--- src/rtl/countdown_timer_ctrl.sv ---
// Seconds countdown timer controller with a gated prescaler: the sub-second
// fraction survives pause/resume because the prescaler only advances in RUN.
module countdown_timer_ctrl #(
    parameter int TICK_DIV = 50000000,
    parameter int CNT_W    = 8
) (
    input  logic             clk_50mHz,
    input  logic             rst_n,
    input  logic [CNT_W-1:0] load_val,
    input  logic             start,
    input  logic             pause,
    input  logic             clear,
    output logic [CNT_W-1:0] remain,
    output logic             tick_1Hz,
    output logic             done,
    output logic             running,
    output logic [1:0]       state
);

    localparam int PRE_W = (TICK_DIV > 1) ? $clog2(TICK_DIV) : 1;
    localparam logic [PRE_W-1:0] PRE_ZERO = {PRE_W{1'b0}};
    localparam logic [PRE_W-1:0] PRE_ONE  = PRE_W'(1);
    localparam logic [PRE_W-1:0] PRE_MAX  = PRE_W'(TICK_DIV - 1);
    localparam logic [CNT_W-1:0] CNT_ZERO = {CNT_W{1'b0}};
    localparam logic [CNT_W-1:0] CNT_ONE  = CNT_W'(1);

    localparam logic [1:0] ST_IDLE  = 2'd0;
    localparam logic [1:0] ST_RUN   = 2'd1;
    localparam logic [1:0] ST_PAUSE = 2'd2;
    localparam logic [1:0] ST_DONE  = 2'd3;

    logic [1:0]       r_state;
    logic [CNT_W-1:0] r_remain;
    logic [PRE_W-1:0] r_pre;
    logic             r_tick;
    logic             r_done;

    logic [1:0]       w_state_nx;
    logic [CNT_W-1:0] w_remain_nx;
    logic [PRE_W-1:0] w_pre_nx;
    logic             w_tick_nx;
    logic             w_done_nx;
    logic             w_start_ok;
    logic             w_tick_ev;

    // A start with a zero load value is treated as no start at all.
    assign w_start_ok = start && (load_val != CNT_ZERO);
    assign w_tick_ev  = (r_state == ST_RUN) && (r_pre == PRE_MAX);

    // Next-state, counter and pulse decode; command priority clear > start > pause.
    always_comb begin
        w_state_nx  = r_state;
        w_remain_nx = r_remain;
        w_pre_nx    = r_pre;
        w_tick_nx   = 1'b0;
        w_done_nx   = 1'b0;
        case (r_state)
            ST_IDLE: begin
                w_pre_nx = PRE_ZERO;
                if (!clear && w_start_ok) begin
                    w_state_nx  = ST_RUN;
                    w_remain_nx = load_val;
                end else begin
                    w_state_nx = ST_IDLE;
                end
            end
            ST_RUN: begin
                if (clear) begin
                    w_state_nx  = ST_IDLE;
                    w_remain_nx = CNT_ZERO;
                    w_pre_nx    = PRE_ZERO;
                end else if (w_start_ok) begin
                    w_remain_nx = load_val;
                    w_pre_nx    = PRE_ZERO;
                end else if (w_tick_ev) begin
                    w_pre_nx  = PRE_ZERO;
                    w_tick_nx = 1'b1;
                    // Reaching zero overrides a coincident pause.
                    if (r_remain <= CNT_ONE) begin
                        w_remain_nx = CNT_ZERO;
                        w_done_nx   = 1'b1;
                        w_state_nx  = ST_DONE;
                    end else begin
                        w_remain_nx = r_remain - CNT_ONE;
                        w_state_nx  = pause ? ST_PAUSE : ST_RUN;
                    end
                end else begin
                    w_pre_nx   = r_pre + PRE_ONE;
                    w_state_nx = pause ? ST_PAUSE : ST_RUN;
                end
            end
            ST_PAUSE: begin
                if (clear) begin
                    w_state_nx  = ST_IDLE;
                    w_remain_nx = CNT_ZERO;
                    w_pre_nx    = PRE_ZERO;
                end else if (start) begin
                    w_state_nx = ST_RUN;
                end else begin
                    w_state_nx = ST_PAUSE;
                end
            end
            ST_DONE: begin
                w_pre_nx = PRE_ZERO;
                if (clear) begin
                    w_state_nx = ST_IDLE;
                end else if (w_start_ok) begin
                    w_state_nx  = ST_RUN;
                    w_remain_nx = load_val;
                end else begin
                    w_state_nx = ST_DONE;
                end
            end
            default: begin
                w_state_nx  = ST_IDLE;
                w_remain_nx = CNT_ZERO;
                w_pre_nx    = PRE_ZERO;
            end
        endcase
    end

    // State, counters and output pulse registers.
    always_ff @(posedge clk_50mHz or negedge rst_n) begin
        if (!rst_n) begin
            r_state  <= ST_IDLE;
            r_remain <= CNT_ZERO;
            r_pre    <= PRE_ZERO;
            r_tick   <= 1'b0;
            r_done   <= 1'b0;
        end else begin
            r_state  <= w_state_nx;
            r_remain <= w_remain_nx;
            r_pre    <= w_pre_nx;
            r_tick   <= w_tick_nx;
            r_done   <= w_done_nx;
        end
    end

    assign remain   = r_remain;
    assign tick_1Hz = r_tick;
    assign done     = r_done;
    assign state    = r_state;
    assign running  = (r_state == ST_RUN);

endmodule
--- config.mk ---
export PLATFORM = sky130hd
export DESIGN_NAME = countdown_timer_ctrl
export DESIGN_NICKNAME = d
export VERILOG_FILES = /design/src/rtl/countdown_timer_ctrl.sv
export SDC_FILE = /design/constraint.sdc
export NUM_CORES = 1
export LEC_CHECK = 0
export ABC_AREA = 1
export CORE_ASPECT_RATIO = 1.25
export CORE_UTILIZATION = 45
export CTS_BUF_LIST = sky130_fd_sc_hd__clkbuf_4
export DETAILED_ROUTE_END_ITERATION = 16
export PLACE_DENSITY_LB_ADDON = 0.3
export SETUP_SLACK_MARGIN = 0.1
export SLEW_MARGIN = 20
export SYNTH_ARGS = -nofsm -noshare
export SYNTH_HDL_FRONTEND = slang
export SYNTH_SLANG_ARGS = --single-unit
--- constraint.sdc ---
create_clock -name clk_50mHz -period 4.5 [get_ports clk_50mHz]
set_input_delay 0.9 -clock clk_50mHz [delete_from_list [all_inputs] [get_ports clk_50mHz]]
set_output_delay 0.9 -clock clk_50mHz [all_outputs]
set_load 0.01 [all_outputs]
After elaboration in Yosys (flattened, before gate mapping). Index checks and enable logic that the tools add are counted. Widths: inputs -> output; s select.

$add $sub $neg: 2. $mul: 0. Div/mod/pow operators: 0. $lt $le $gt $ge: 1. Equality and inequality tests: 10. Shift operators: 0. Mux-type cells: 34. Bitwise logic cells: 0. Reductions and logical operators: 8.

Operators with widths (number): $mux 26 (4); $pmux 26 s3 (1); $mux 8 (8); $pmux 8 s4 (1); $add 26x1->26 const B (1); $eq 26x26->1 const B (1); $mux 2 (9); $mux 1 (10); $le 8x1->1 const B (1); $ne 2x2->1 const B (4); $pmux 2 s4 (1); $reduce_bool 8->1 (1); $sub 8x1->8 const B (1); $reduce_and 5->1 (1); $eq 2x2->1 const B (2); $ne 4x2->1 const B (1); $logic_and 1x1->1 (3); $ne 3x3->1 const B (1); $eq 2x1->1 const B (1); $logic_not 2->1 (1); $reduce_or 2->1 (1); $logic_not 1->1 (1).

Register bits after elaboration: 38. Bits in latches: 0. Bits in writable memories: 0. Bits in read-only memories: 0. Input port bits: 13. Output and inout port bits: 13. Memories kept: 0.

Logic depth before layout (Yosys ltp). Gate-level depths: netlist of run 1.

Depth in word-level cells: 6. Gate-level depth with buffers: 13.

Worst setup path after synthesis of run 1. Ideal clock, no wire load.

Kind: input to register. Start point: in load_val[6]. End point: reg r_pre[8]. Setup time: 0.080 ns. Arrival: 1.889 ns. Data required time: 4.420 ns. Setup slack: 2.531 ns. Stages: 9. Path buffers: 1. Cell sequence: nor2_1 > nand2_1 > o21ai_4 > nand2_2 > o21bai_4 > nand2_4 > inv_2 > buf_6 > nor3_2.

Longest elaborated chain between the ends: 5.

Ends and longest elaborated chain: start, declared (RTL line 9) `input logic [CNT_W-1:0] load_val,`; $reduce_bool 8->1 (RTL line 47) `assign w_start_ok = start && (load_val != CNT_ZERO);`; $logic_and 1x1->1 (RTL line 47); $mux 26 (RTL line 72) `end else if (w_start_ok) begin`; $mux 26 (RTL line 68) `if (clear) begin`; $pmux 26 s3 (RTL line 57) `case (r_state)`; end signal, assigned (RTL line 133) `r_pre <= w_pre_nx;`; end, declared (RTL line 34) `logic [PRE_W-1:0] r_pre;`.

Every way passes these cells. A chain may end at the register's enable or synchronous reset.

Worst setup path in the final report of run 1.
Start point: in load_val[7]. End point: reg r_remain[6], in the netlist remain[6].

Longest elaborated chain between the ends: 5.

Ends and longest elaborated chain: $reduce_bool 8->1 (*) (RTL line 47); $logic_and 1x1->1 (*) (RTL line 47); $mux 8 / $logic_and 1x1->1 (equally long branches) (RTL line 72, 60); $mux 8 / $ne 2x2->1 (equally long branches); $pmux 8 s4 / $reduce_and 5->1 (equally long branches); end signal, assigned (RTL line 132) `r_remain <= w_remain_nx;`; end, declared (RTL line 33) `logic [CNT_W-1:0] r_remain;`.

Every way passes the cells marked *; elsewhere a longest branch is shown, timed or not.

==> impl_metrics.json, run 1 <==
{
  "total_of_buffers_placed_on_input_and_output_ports": 25,
  "worstReg2RegEnd": "r_pre[2]",
  "drt-vias-per-instance": 5.14,
  "detail-route-antenna-nets": 0,
  "tritoncts.num_buffers": 5,
  "area_post_placement_mm2": 0.00296,
  "hold_ws_ns": 0.562,
  "tritoncts": "yes",
  "grt_setup_unrepaired": "false",
  "die_height_um": 88.0,
  "vias": 2506,
  "critical_path_arrival_ns": 3.03,
  "skew_ns": 0.0177,
  "mappedNetlistNets": 416,
  "critPathMostFrequentCell": "sky130_fd_sc_hd__nand2_1",
  "die-width_um": 70.8,
  "clock_latency_ns": 0.36,
  "dpl.hpwl_um": 4680,
  "holdCritPathClass": "flop to flop",
  "clockBufferDepth": 2,
  "totalNegativeSetupSlack_ns": 0,
  "mappedNetlistArea_mm2": 0.00266,
  "outcome": "finished clean",
  "critical_path_peak_fanout": 11,
  "wire_length_of_the_first_global_routing_pass_um": 10800,
  "cts_setup_buffers": 0,
  "finalHoldViolCount": 0,
  "timing.setup.critical_path_class": "primary input to flop",
  "finalPower_mw": 1.14,
  "num_antenna_cells": 0,
  "dr.first_iter.drc_count": 161,
  "cts.sinks": 38,
  "cts.root.buffer_cell": "sky130_fd_sc_hd__clkbuf_4",
  "power.sequential.fraction_pct": 38.5,
  "combPwrFrac_pct": 45.7,
  "cts.clk_slew.worst_paths_ns": 0.11,
  "dp_worst_setup_slack_ns": 1.40,
  "overflow_left_after_global_routing": 0,
  "max_clock_freq_mhz": 360,
  "finalWorstSetupSlack_ns": 1.72,
  "final_min_period_over_clock_period_pct": 61.7,
  "p_switching_mw": 0.480,
  "post_synth_num_cell_types": 33,
  "drt-total-wl_um": 6180,
  "finish.net_count": 444,
  "wire_length_per_cell_after_detailed_routing_um": 12.7,
  "cts_resized": 0,
  "cts.htree.levels": 2,
  "gr-usage-all-layers_pct": 21.7,
  "holdBufCountCts": 0,
  "worst_r2r_startpoint": "state[1]",
  "yosys_warnings": 0,
  "detail_route.drc_violations": 0,
  "syn_to_final_growth_pct": 13.0,
  "floorplan.io_pins": 26,
  "cellInternalPower_mw": 0.659,
  "timing.final.crit_period_ns": 2.78,
  "critical_path_required_ns": 4.75,
  "start_util_pct": 48.0,
  "timing.critical_path.from_type": "primary input",
  "maxCapViolations": 0,
  "syn_avg_cell_area_um2": 6.74,
  "power_density_mw_per_mm2": 378,
  "final_cells": 488,
  "largest_net_degree_at_the_start_of_global_routing": 39,
  "core_area_mm2": 0.00556,
  "hold_path_end": "r_pre[24]",
  "critical_path.endpoint_type": "flop",
  "rr_worst_depth": 11,
  "worstHoldPathCells": 2,
  "slew_headroom_pct": 44.3,
  "static-leakage-power_nw": 1.44,
  "cpMaxStageDelayCell": "sky130_fd_sc_hd__clkdlybuf4s50_1",
  "finalSetupViolCount": 0,
  "grt_pass1_vias": 2367,
  "tightest_slew_ns": 0.835,
  "seq_area_frac_synth_pct": 35.7,
  "synth_cells": 395,
  "floorplan.rows": 30,
  "design.die.area_mm2": 0.00623,
  "routabilityCongestion": 0.896,
  "slowest_delay_ns": 0.53,
  "ffs_latches_synth": 38,
  "final_util_pct": 54.2,
  "number_of_antenna_violations_at_the_first_check_in_global_routing": 0,
  "sw_frac_of_total_pct": 42.1,
  "maxSlewViolCount": 0,
  "drt_pass1_iterations": 6,
  "clkPwrFrac_pct": 15.8,
  "post-place-cells": 480,
  "timing.critical_path.cells": "clkdlybuf4s50_1 -> nor2_1 -> nand2_1 -> nor2_1 -> nor2_1 -> nand2_1 -> nand2_1 -> nand3_1 -> nor2_4 -> inv_2 -> nand2_1 -> nand2_1",
  "setup.reg_to_reg.worst_slack_ns": 2.50,
  "hold_path.startpoint": "r_pre[24]",
  "vdd.ir_drop.worst_mv": 0.242,
  "post-route-cell-area_mm2": 0.00301,
  "drive_above_1_share_pct": 6.84
}
-- synthesized netlist by cell type, drive strengths merged --
master  instances  area share, %
a31oi           2           0.47
nor4            3           0.70
ha              8            3.8
buf             4            1.2
nand2         127             19
a21oi           6            1.1
dfrtp          38             36
a221oi          1           0.33
nand3b          1           0.28
nor3b           2           0.56
xor2            3           0.99
nor3           13            3.6
inv            53            7.5
o21ai          11            2.5
nand3          32            6.4
and3b           1           0.33
or2             1           0.24
xnor2           4            1.3
a22oi           1           0.28
nor2           72             11
o21bai          2           0.99
nand4          10            2.3
-- cell type report --
class	count	area, um2
Clock buffer	6	45.0
Clock inverter	2	8.76
Fill cell	567	2540
Inverter	53	199
Multi-Input combinational cell	300	1480
Sequential cell	38	951
Tap cell	64	80.1
Timing Repair Buffer	25	245
-- flip-flops by register name (all words and copies together), names as in the netlist --
name      count
r_pre        26
remain        8
state         2
done          1
tick_1Hz      1
-- power groups by stage --
stage	Sequential, mW	Clock, mW	Combinational [mW]
final	0.438	0.180	0.521
after global routing	0.445	0.196	0.586
after CTS	0.438	0.183	0.523
after detailed placement	0.444	0	0.518
after global placement	0.445	0	0.511
after floorplan	0.444	0	0.334
-- critical path: cells and delay by family --
kind / cells / cell delay [ns]
AND/OR/NAND/NOR: 10 / 1.49
buffers and inverters: 2 / 0.63
-- cell families (layout without fill, tap and decap cells) --
family	count (synthesis)	count (layout)	share of synthesized area, %
simple gates	262	262	43.9
buf+inv	57	86	8.69
flops	38	38	35.7
compound gates	23	23	5.68
fa+ha+maj	8	8	3.76
xor+xnor	7	7	2.30
-- cell usage in the layout, fill, tap and decap left out, types with 2 or more instances in the layout --
master,instances
sky130_fd_sc_hd__inv_1,50
sky130_fd_sc_hd__o21ai_0,7
sky130_fd_sc_hd__nand4_1,10
sky130_fd_sc_hd__xor2_1,3
sky130_fd_sc_hd__nand2_4,2
sky130_fd_sc_hd__nand3_1,30
sky130_fd_sc_hd__xnor2_1,4
sky130_fd_sc_hd__nor3b_1,2
sky130_fd_sc_hd__ha_1,8
sky130_fd_sc_hd__clkbuf_4,6
sky130_fd_sc_hd__clkdlybuf4s50_1,24
sky130_fd_sc_hd__nor3_2,6
sky130_fd_sc_hd__nor2_1,68
sky130_fd_sc_hd__dfrtp_1,38
sky130_fd_sc_hd__a21oi_1,6
sky130_fd_sc_hd__nor2_2,2
sky130_fd_sc_hd__o21ai_1,3
sky130_fd_sc_hd__inv_2,3
sky130_fd_sc_hd__nor3_1,7
sky130_fd_sc_hd__nor4_1,3
sky130_fd_sc_hd__nor2_4,2
sky130_fd_sc_hd__a31oi_1,2
sky130_fd_sc_hd__nand3_2,2
sky130_fd_sc_hd__nand2_1,124
-- worst max path at each step --
stage | from | to | slack, ns | depth (start not counted)
2_1_floorplan | load_val[6] | r_pre[8] | 2.53 | 9
3_3_place_gp | load_val[6] | remain[7] | 1.50 | 12
3_5_place_dp | load_val[7] | remain[6] | 1.40 | 12
4_1_cts | load_val[7] | remain[6] | 1.77 | 12
5_1_grt | load_val[7] | remain[2] | 1.51 | 12
6_report | load_val[7] | remain[6] | 1.72 | 12
-- layer usage --
layer | routed length (um) | GRT usage (%)
met1 | 2950 | 28.3
met2 | 2950 | 37.6
met3 | 220 | 3.34
met4 | 65 | 6.36
met5 | 0 | 0
Note: power is estimated with default switching activity, not from simulation.
==> inputs of run 2 (changes only) <==
==> constraint.sdc (replaced) <==
create_clock -name clk_50mHz -period 2.7 [get_ports clk_50mHz]
set_input_delay 0.54 -clock clk_50mHz [delete_from_list [all_inputs] [get_ports clk_50mHz]]
set_output_delay 0.54 -clock clk_50mHz [all_outputs]
set_load 0.01 [all_outputs]
==> impl_metrics.json, run 2 (same netlist as run 1, synthesis figures left out) <==
{
  "cts.htree.levels": 2,
  "drt-total-wl_um": 6150,
  "clockBufferDepth": 2,
  "timing.final.crit_period_ns": 2.19,
  "grt_setup_unrepaired": "false",
  "largest_register_ff_count": 26,
  "static-leakage-power_nw": 1.44,
  "routabilityCongestion": 0.891,
  "die_height_um": 88.0,
  "critical_path_arrival_ns": 1.65,
  "holdCritPathClass": "primary input to asynchronous set/reset pin",
  "tightest_slew_ns": 0.846,
  "num_antenna_cells": 0,
  "maxCapViolations": 0,
  "slowest_delay_ns": 0.54,
  "mostFrequentLayoutCells": "sky130_fd_sc_hd__nand2_1 (124), sky130_fd_sc_hd__nor2_1 (68), sky130_fd_sc_hd__inv_1 (50)",
  "tritoncts": "yes",
  "max_clock_freq_mhz": 456,
  "detail-route-antenna-nets": 0,
  "number_of_antenna_violations_at_the_first_check_in_global_routing": 0,
  "dr.first_iter.drc_count": 183,
  "design.die.area_mm2": 0.00623,
  "cts.root.buffer_cell": "sky130_fd_sc_hd__clkbuf_4",
  "cts_resized": 0,
  "floorplan.io_pins": 26,
  "gr-usage-met2_pct": 36.5,
  "dpl.hpwl_um": 4650,
  "timing.critical_path.from_type": "flop",
  "finalPower_mw": 2.00,
  "final_common_cell": "sky130_fd_sc_hd__nand2_1",
  "vias": 2508,
  "final_util_pct": 54.8,
  "clock_latency_ns": 0.37,
  "timing.setup.critical_path_class": "flop to primary output",
  "worst_r2r_startpoint": "state[1]",
  "maxSlewViolCount": 0,
  "syn_to_final_growth_pct": 14.4,
  "final_cells": 489,
  "top_register": "r_pre",
  "critical_path_required_ns": 2.16,
  "largest_net_degree_at_the_start_of_global_routing": 39,
  "detail_route.drc_violations": 0,
  "cts.clk_slew.worst_paths_ns": 0.13,
  "rr_worst_depth": 13,
  "finish.net_count": 445,
  "final_min_period_over_clock_period_pct": 81.2,
  "globalRouteMet1Util_pct": 27.8,
  "total_of_buffers_placed_on_input_and_output_ports": 25,
  "critical_path_peak_fanout": 5,
  "wire_length_of_the_first_global_routing_pass_um": 10500,
  "finalSetupViolCount": 0,
  "worstReg2RegEnd": "remain[7]",
  "drive_above_1_share_pct": 7.29,
  "critical_path.endpoint_type": "primary output",
  "grt.met3_usage_pct": 3.57,
  "tritoncts.num_buffers": 5,
  "finalHoldViolCount": 0,
  "drt_pass1_iterations": 7,
  "vdd.ir_drop.worst_mv": 0.501,
  "slew_headroom_pct": 43.6,
  "setup.reg_to_reg.worst_slack_ns": 0.60,
  "crit_path_buffers_inverters": 2,
  "crit_path_leading_delay_family": "buffers and inverters",
  "start_util_pct": 48.0,
  "grt.busiest_layer": "met2",
  "grt_pass1_vias": 2305,
  "post-place-cells": 481,
  "power_density_mw_per_mm2": 656,
  "cts_setup_buffers": 0,
  "holdBufCountCts": 0,
  "totalNegativeSetupSlack_ns": 0,
  "cts.sinks": 38,
  "overflow_left_after_global_routing": 0,
  "hold_ws_ns": 0.261,
  "core_area_mm2": 0.00556,
  "cpMaxStageDelayCell": "sky130_fd_sc_hd__clkdlybuf4s50_1",
  "drt-vias-per-instance": 5.13,
  "timing.critical_path.cells": "inv_1 -> ha_1 -> clkdlybuf4s50_1",
  "gr-usage-all-layers_pct": 21.5,
  "floorplan.rows": 30,
  "die-width_um": 70.8,
  "wire_length_per_cell_after_detailed_routing_um": 12.6,
  "skew_ns": 0.0197,
  "outcome": "finished clean"
}
run 2: changes by cell type in the layout (fill, tap and decap cells not counted), sizes merged:
| cell | previous run | this run |
|---|---|---|
| clkinvlp | 0 | 2 |
| buf | 1 | 2 |
| clkbuf | 6 | 5 |
| clkinv | 2 | 0 |
| bufinv | 0 | 1 |
run 2: worst register-to-register path, cell delays in order, from the launching register on:
cell	delay, ns
sky130_fd_sc_hd__dfrtp_1	0.45
sky130_fd_sc_hd__inv_1	0.11
sky130_fd_sc_hd__ha_1	0.19
sky130_fd_sc_hd__inv_1	0.09
sky130_fd_sc_hd__nor2_1	0.11
sky130_fd_sc_hd__nand4_1	0.13
sky130_fd_sc_hd__nor2_1	0.11
sky130_fd_sc_hd__nand2_1	0.11
sky130_fd_sc_hd__nor2_2	0.14
sky130_fd_sc_hd__nor2_1	0.08
sky130_fd_sc_hd__nor2_4	0.21
sky130_fd_sc_hd__inv_2	0.12
sky130_fd_sc_hd__nand2_1	0.08
sky130_fd_sc_hd__nand2_1	0.05
run 2: area by class of cell:
class                   instances  area [um2]
multi-input cells             300        1480
clock inverters                 3        45.0
flip-flops and latches         38         951
inverters                      53         199
fillers                       537        2510
well taps                      64        80.1
clock buffers                   5        37.5
repair buffers                 26         253
run 2: metrics by stage:
| stage | setup WS (ns) | instance area [um2] |
|---|---|---|
| 3_3_place_gp | 0.289 | 2960 |
| 4_1_cts | 0.487 | 3050 |
| 6_report | 0.507 | 3050 |
| 2_1_floorplan | 0.869 | 2660 |
| 3_5_place_dp | 0.246 | 2960 |
| 5_1_grt | 0.383 | 3050 |
run 2: metal layers:
| metal | part of all wire, % | wire [um] |
|---|---|---|
| met5 | 0 | 0 |
| met4 | 1.5 | 95 |
| met3 | 3.0 | 183 |
| met2 | 48 | 2980 |
| met1 | 47 | 2890 |
run 2: worst max path at each step:
stage                  start        end  slack, ns  cells after the start
floorplan           state[1]  remain[7]       0.87                     13
global placement       clear  remain[7]       0.29                     10
detailed placement     clear  remain[5]       0.25                     10
CTS                 state[1]    running       0.49                      3
global route           clear  remain[7]       0.38                     10
finish              state[1]    running       0.51                      3
run 2: where the power goes:
| group | leakage (nW) | switching [mW] | total [mW] | internal [mW] |
|---|---|---|---|---|
| Combinational | 0.888 | 0.514 | 0.876 | 0.362 |
| Sequential | 0.519 | 0.0877 | 0.720 | 0.633 |
| Clock | 0.0374 | 0.208 | 0.402 | 0.194 |
| Total | 1.44 | 0.810 | 2.00 | 1.19 |
